$ cat config.mk
export PLATFORM = sky130hd
export DESIGN_NAME = writeback_stage
export DESIGN_NICKNAME = d
export VERILOG_FILES = /design/src/rtl/writeback_stage_pkg.sv /design/src/rtl/writeback_stage_load_align.sv /design/src/rtl/writeback_stage.sv
export SDC_FILE = /design/constraint.sdc
export NUM_CORES = 1
export LEC_CHECK = 0
export CORE_ASPECT_RATIO = 1.5
export CORE_MARGIN = 4
export CORE_UTILIZATION = 52
export CTS_BUF_LIST = sky130_fd_sc_hd__clkbuf_8
export DETAILED_ROUTE_END_ITERATION = 16
export PLACE_DENSITY_LB_ADDON = 0.1
export SYNTH_ARGS = -nofsm -noshare
export SYNTH_HDL_FRONTEND = slang
export SYNTH_SLANG_ARGS = --single-unit
$ cat constraint.sdc
create_clock -name clk -period 4.5 [get_ports clk]
set_input_delay 0.675 -clock clk [delete_from_list [all_inputs] [get_ports clk]]
set_output_delay 0.675 -clock clk [all_outputs]
set_load 0.005 [all_outputs]
$ cat src/rtl/writeback_stage_pkg.sv
// Shared encodings for the write-back stage: result sources, load types,
// FSM states and the byte-lane helper.
package writeback_stage_pkg;

  typedef enum logic [1:0] {
    SRC_ALU  = 2'd0,
    SRC_MEM  = 2'd1,
    SRC_LINK = 2'd2,
    SRC_LUI  = 2'd3
  } src_sel_e;

  // Codes 5..7 are reserved and always flag a misaligned load.
  typedef enum logic [2:0] {
    LD_LW  = 3'd0,
    LD_LH  = 3'd1,
    LD_LHU = 3'd2,
    LD_LB  = 3'd3,
    LD_LBU = 3'd4
  } load_type_e;

  typedef enum logic [1:0] {
    ST_IDLE   = 2'd0,
    ST_ALIGN  = 2'd1,
    ST_COMMIT = 2'd2
  } wb_state_e;

  localparam int DATA_W_DEFAULT = 32;
  localparam int LANES          = DATA_W_DEFAULT / 8;

  function automatic int lanes_of(input int data_w);
    return data_w / 8;
  endfunction

endpackage

$ cat src/rtl/writeback_stage_load_align.sv
// Combinational load lane select with sign/zero extension and alignment check.
// Lanes are little-endian: byte_off 0 is read_data[7:0].
module load_align
  import writeback_stage_pkg::*;
#(
  parameter int DATA_W = 32,
  parameter int OFF_W  = $clog2(DATA_W / 8)
) (
  input  logic [DATA_W-1:0] read_data,
  input  logic [2:0]        load_type,
  input  logic [OFF_W-1:0]  byte_off,
  output logic [DATA_W-1:0] ext_data,
  output logic              misaligned
);

  logic [DATA_W-1:0] lane_shift;
  logic [7:0]        byte_v;
  logic [15:0]       half_v;

  always_comb begin
    lane_shift = read_data >> {byte_off, 3'b000};
    byte_v     = lane_shift[7:0];
    half_v     = lane_shift[15:0];
    ext_data   = read_data;
    misaligned = 1'b1;
    case (load_type)
      LD_LW: begin
        ext_data   = read_data;
        misaligned = (byte_off != '0);
      end
      LD_LH: begin
        ext_data   = {{(DATA_W-16){half_v[15]}}, half_v};
        misaligned = byte_off[0];
      end
      LD_LHU: begin
        ext_data   = {{(DATA_W-16){1'b0}}, half_v};
        misaligned = byte_off[0];
      end
      LD_LB: begin
        ext_data   = {{(DATA_W-8){byte_v[7]}}, byte_v};
        misaligned = 1'b0;
      end
      LD_LBU: begin
        ext_data   = {{(DATA_W-8){1'b0}}, byte_v};
        misaligned = 1'b0;
      end
      default: begin
        ext_data   = read_data;
        misaligned = 1'b1;
      end
    endcase
  end

endmodule

$ cat src/rtl/writeback_stage.sv
// Three-state write-back stage: capture request, align/extend the result,
// then issue a single register-file write and refresh the bypass record.
module writeback_stage
  import writeback_stage_pkg::*;
#(
  parameter int DATA_W = 32,
  parameter int REG_AW = 5
) (
  input  logic                          clk,
  input  logic                          reset,
  input  logic                          wb_valid,
  output logic                          wb_ready,
  input  logic [1:0]                    src_sel,
  input  logic [2:0]                    load_type,
  input  logic [$clog2(DATA_W/8)-1:0]   byte_off,
  input  logic [REG_AW-1:0]             wr_addr_in,
  input  logic [DATA_W-1:0]             read_data,
  input  logic [DATA_W-1:0]             alu_result,
  input  logic [DATA_W-1:0]             pc_plus4,
  input  logic [15:0]                   imm16,
  output logic                          reg_write,
  output logic [REG_AW-1:0]             write_addr,
  output logic [DATA_W-1:0]             writeData,
  output logic                          done,
  output logic                          misalign,
  output logic                          last_valid,
  output logic [REG_AW-1:0]             last_addr,
  output logic [DATA_W-1:0]             last_data
);

  localparam int OFF_W = $clog2(lanes_of(DATA_W));

  wb_state_e           state_q, state_d;
  logic [1:0]          src_q, src_d;
  logic [2:0]          lt_q, lt_d;
  logic [OFF_W-1:0]    off_q, off_d;
  logic [REG_AW-1:0]   addr_q, addr_d;
  logic [DATA_W-1:0]   rd_q, rd_d, alu_q, alu_d, pc_q, pc_d;
  logic [15:0]         imm_q, imm_d;

  logic                reg_write_q, reg_write_d, done_q, done_d, misalign_q, misalign_d;
  logic [REG_AW-1:0]   write_addr_q, write_addr_d;
  logic [DATA_W-1:0]   write_data_q, write_data_d;
  logic                last_valid_q, last_valid_d;
  logic [REG_AW-1:0]   last_addr_q, last_addr_d;
  logic [DATA_W-1:0]   last_data_q, last_data_d;

  logic [DATA_W-1:0]   align_data, result, lui_v;
  logic                align_mis, mis;

  load_align #(.DATA_W(DATA_W), .OFF_W(OFF_W)) u_load_align (
    .read_data  (rd_q),
    .load_type  (lt_q),
    .byte_off   (off_q),
    .ext_data   (align_data),
    .misaligned (align_mis)
  );

  always_comb begin
    lui_v        = '0;
    lui_v[31:16] = imm_q;
    case (src_q)
      SRC_ALU:  result = alu_q;
      SRC_MEM:  result = align_data;
      SRC_LINK: result = pc_q;
      default:  result = lui_v;
    endcase
    mis = (src_q == SRC_MEM) && align_mis;
  end

  always_comb begin
    state_d      = state_q;
    src_d        = src_q;
    lt_d         = lt_q;
    off_d        = off_q;
    addr_d       = addr_q;
    rd_d         = rd_q;
    alu_d        = alu_q;
    pc_d         = pc_q;
    imm_d        = imm_q;
    reg_write_d  = 1'b0;
    done_d       = 1'b0;
    misalign_d   = 1'b0;
    write_addr_d = write_addr_q;
    write_data_d = write_data_q;
    last_valid_d = last_valid_q;
    last_addr_d  = last_addr_q;
    last_data_d  = last_data_q;
    case (state_q)
      ST_IDLE: begin
        if (wb_valid) begin
          src_d   = src_sel;
          lt_d    = load_type;
          off_d   = byte_off;
          addr_d  = wr_addr_in;
          rd_d    = read_data;
          alu_d   = alu_result;
          pc_d    = pc_plus4;
          imm_d   = imm16;
          state_d = ST_ALIGN;
        end
      end
      // Result and write strobes are registered here so they are all
      // valid for exactly the COMMIT cycle.
      ST_ALIGN: begin
        write_addr_d = addr_q;
        write_data_d = result;
        done_d       = 1'b1;
        misalign_d   = mis;
        reg_write_d  = !mis && (addr_q != '0);
        if (reg_write_d) begin
          last_valid_d = 1'b1;
          last_addr_d  = addr_q;
          last_data_d  = result;
        end
        state_d = ST_COMMIT;
      end
      ST_COMMIT: state_d = ST_IDLE;
      default:   state_d = ST_IDLE;
    endcase
  end

  always_ff @(posedge clk or posedge reset) begin
    if (reset) begin
      state_q      <= ST_IDLE;
      reg_write_q  <= 1'b0;
      done_q       <= 1'b0;
      misalign_q   <= 1'b0;
      write_addr_q <= '0;
      write_data_q <= '0;
      last_valid_q <= 1'b0;
      last_addr_q  <= '0;
      last_data_q  <= '0;
    end else begin
      state_q      <= state_d;
      reg_write_q  <= reg_write_d;
      done_q       <= done_d;
      misalign_q   <= misalign_d;
      write_addr_q <= write_addr_d;
      write_data_q <= write_data_d;
      last_valid_q <= last_valid_d;
      last_addr_q  <= last_addr_d;
      last_data_q  <= last_data_d;
    end
  end

  // Captured request operands carry no reset; they are only read after capture.
  always_ff @(posedge clk) begin
    src_q  <= src_d;
    lt_q   <= lt_d;
    off_q  <= off_d;
    addr_q <= addr_d;
    rd_q   <= rd_d;
    alu_q  <= alu_d;
    pc_q   <= pc_d;
    imm_q  <= imm_d;
  end

  assign wb_ready   = (state_q == ST_IDLE);
  assign reg_write  = reg_write_q;
  assign done       = done_q;
  assign misalign   = misalign_q;
  assign write_addr = write_addr_q;
  assign writeData  = write_data_q;
  assign last_valid = last_valid_q;
  assign last_addr  = last_addr_q;
  assign last_data  = last_data_q;

endmodule
==> reports/results.ini <==
[critical_path]
path_cells=nor2b_1 > o21bai_1 > a211oi_2 > nor2_4 > buf_4 > mux2_2
r2r_start=off_q[1]
arrival_ns=3.29
rr_worst_depth=6
rrSetupSlack_ns=1.62
critPathKind=register to register
path_buf_inv=1
reg2reg_to=last_data[24]
cpMaxStageDelayCell=nor2_4
cp-start-kind=register
cp-end-kind=register
critPathMaxFanout=29
path_depth=6
critical-path-top-delay-family=simple AND/OR/NAND/NOR gates
critPathRequiredTime_ns=4.92
cp_slowest_stage_delay_ns=0.76

[yosys]
synthAdderAreaFrac=0.0231
async_reset_ff_frac=0.392
synthFlopType=edfxtp_1
synth_mux_area_frac=0.137
avgSynthCellArea_um2=14.9
synthTopCellsByCount=edfxtp_1 (124), dfrtp_1 (80), mux2_2 (62)
ys_warn_count=0
ys_types=50
synth.most_common_cell=edfxtp_1
synth_top_family_by_area=multiplexers
post_synth_instance_area_mm2=0.00867
synth_enable_flop_cells=124
ys_seq_area_frac=0.661
yosys-top-cells-area=edfxtp_1 (43%), dfrtp_1 (23%), mux2_2 (8.1%), mux2i_1 (4.7%), maj3_1 (2.3%)
synth_cells=580
syn_nets=707
synth_xor_area_frac=0.00101
yosysTopAreaCell=edfxtp_1
synth.top_cell.area_share=0.430
synthSimpleGateAreaFrac=0.0463
synth-compound-area-share=0.100
synth-seq-cells=204

[route]
viasPerCell=5.61
vias=5686
drtIter0Drc=326
drt_pass1_iterations=5
wl_per_cell_um=21.3
wirelength_um=21600
antenna_left=0
drc=0

[sta]
setup_tns_ns=0
worst_pin_slew_ns=0.955
whs_ns=0.479
worst_slack_ns=1.62
slew_viol_final=0
rsz0062_at_grt=false
period_minus_slack_ns=2.88
hold_viol=0
fin_skew_ns=0.0307
min_period_over_period=0.639
slew_headroom=0.362
finalSetupViolations=0
clock.fmax_ghz=0.348

[clock_tree]
path_clk_slew_ns=0.06
cts_resized=0
numCtsBuffers=30
clk_latency_ns=0.55
clk_path_buf_depth=3
cts_setup_buffers=0
postCtsHoldBufs=0
cts_tree=yes
htree_levels=1
cts_root_buf=clkbuf_8
cts.sinks=204

[placed_design]
dp_slack_ns=1.62
post_dp_cell_area_mm2=0.0108
port_buffers=205
dp_cells=957
gp_congestion=0.849
dp_hpwl_um=15600

[die]
fp.dieArea_mm2=0.0188
die_y_um=166
rows=57
pin_count=206
core_area_mm2=0.0163
die_w_um=113
start_util=0.533

[finish]
finish.utilization=0.700
drive_gt1_frac=0.162
area_growth_pct=31.4
design_area_mm2=0.0114
insertedDiodeCount=0
stdcell_count=1013
num-nets-final=910

[min_path]
whs_path_depth=1
hp-class=register to register
hold_end=last_valid
min-delay-start=last_valid

[job]
maxCapViolCount=0

[power_and_ir_drop]
irDropWorstVdd_v=0.000404
power_leakage_nw=4.30
power.total_mw=5.56
power_density_mw_per_mm2=488

[global_route]
grt_pass1_vias=6072
grt_pass1_wl_um=33200
grt-ovfl-total=0
antenna_found_initial=0
grt_max_degree=76
grt_use_total=0.226

[run_status]
outcome=finished, final reports clean

[layout make-up]
| class | count | area (um^2) |
|---|---|---|
| Multi-Input combinational cell | 328 | 2680 |
| Tap cell | 206 | 258 |
| Clock inverter | 25 | 154 |
| Sequential cell | 204 | 5730 |
| Inverter | 8 | 31.3 |
| Fill cell | 1193 | 4870 |
| Timing Repair Buffer | 211 | 2110 |
| Clock buffer | 31 | 427 |
[worst register-to-register path: cells and delay by family, from the launching register on]
| family | cells | cell delay, ns |
|---|---|---|
| and+or+nand+nor | 2 | 1.03 |
| muxes | 1 | 0.36 |
| AOI/OAI and AO/OA | 2 | 0.32 |
| buffers and inverters | 1 | 0.36 |
| DFF | 1 | 0.70 |
[power breakdown]
group / internal (mW) / switching (mW)
registers: 2.41 / 0.257
clock network: 0.754 / 0.681
logic: 0.925 / 0.534
[sequential cells by signal (all words and copies together) (netlist names), 3 cells and up]
name        cells
addr_q          5
alu_q          32
imm_q          16
last_addr       5
last_data      32
lt_q            3
pc_q           32
rd_q           32
writeData      32
write_addr      5
[metal layers]
metal,GRT usage,share of wire,up-vias
met1,0.271,0.37,2795
met3,0.0401,0.067,45
met2,0.403,0.52,238
met4,0.0816,0.034,0
met5,0,0,-
li1,-,-,2608
[worst max-delay path by stage]
| stage | startpoint | end | slack, ns |
|---|---|---|---|
| after global placement | off_q[1] | last_data[31] | 1.68 |
| final | off_q[1] | last_data[24] | 1.62 |
| after global routing | off_q[1] | writeData[29] | 1.49 |
| after CTS | off_q[1] | last_data[24] | 1.62 |
| after detailed placement | off_q[1] | last_data[23] | 1.62 |
| after floorplan | wb_valid | addr_q[0] | 0.48 |
[cell families after synthesis]
logic type / after synthesis
XOR/XNOR: 1
multiplexers: 108
buffers and inverters: 48
adder cells (fa/ha/maj): 20
flip-flops: 204
AO/OA/AOI/OAI: 115
AND/OR/NAND/NOR: 84
[cells in the final DEF, fill, tap and decap left out, types with 20 or more instances in the layout]
cell type	n
o21ai_0	28
maj3_1	20
nor2_1	31
nand2_1	21
edfxtp_1	124
mux2i_1	41
clkdlybuf4s50_1	205
dfrtp_1	80
clkbuf_8	31
mux2_2	62
Power figures use the tool's default switching activity.
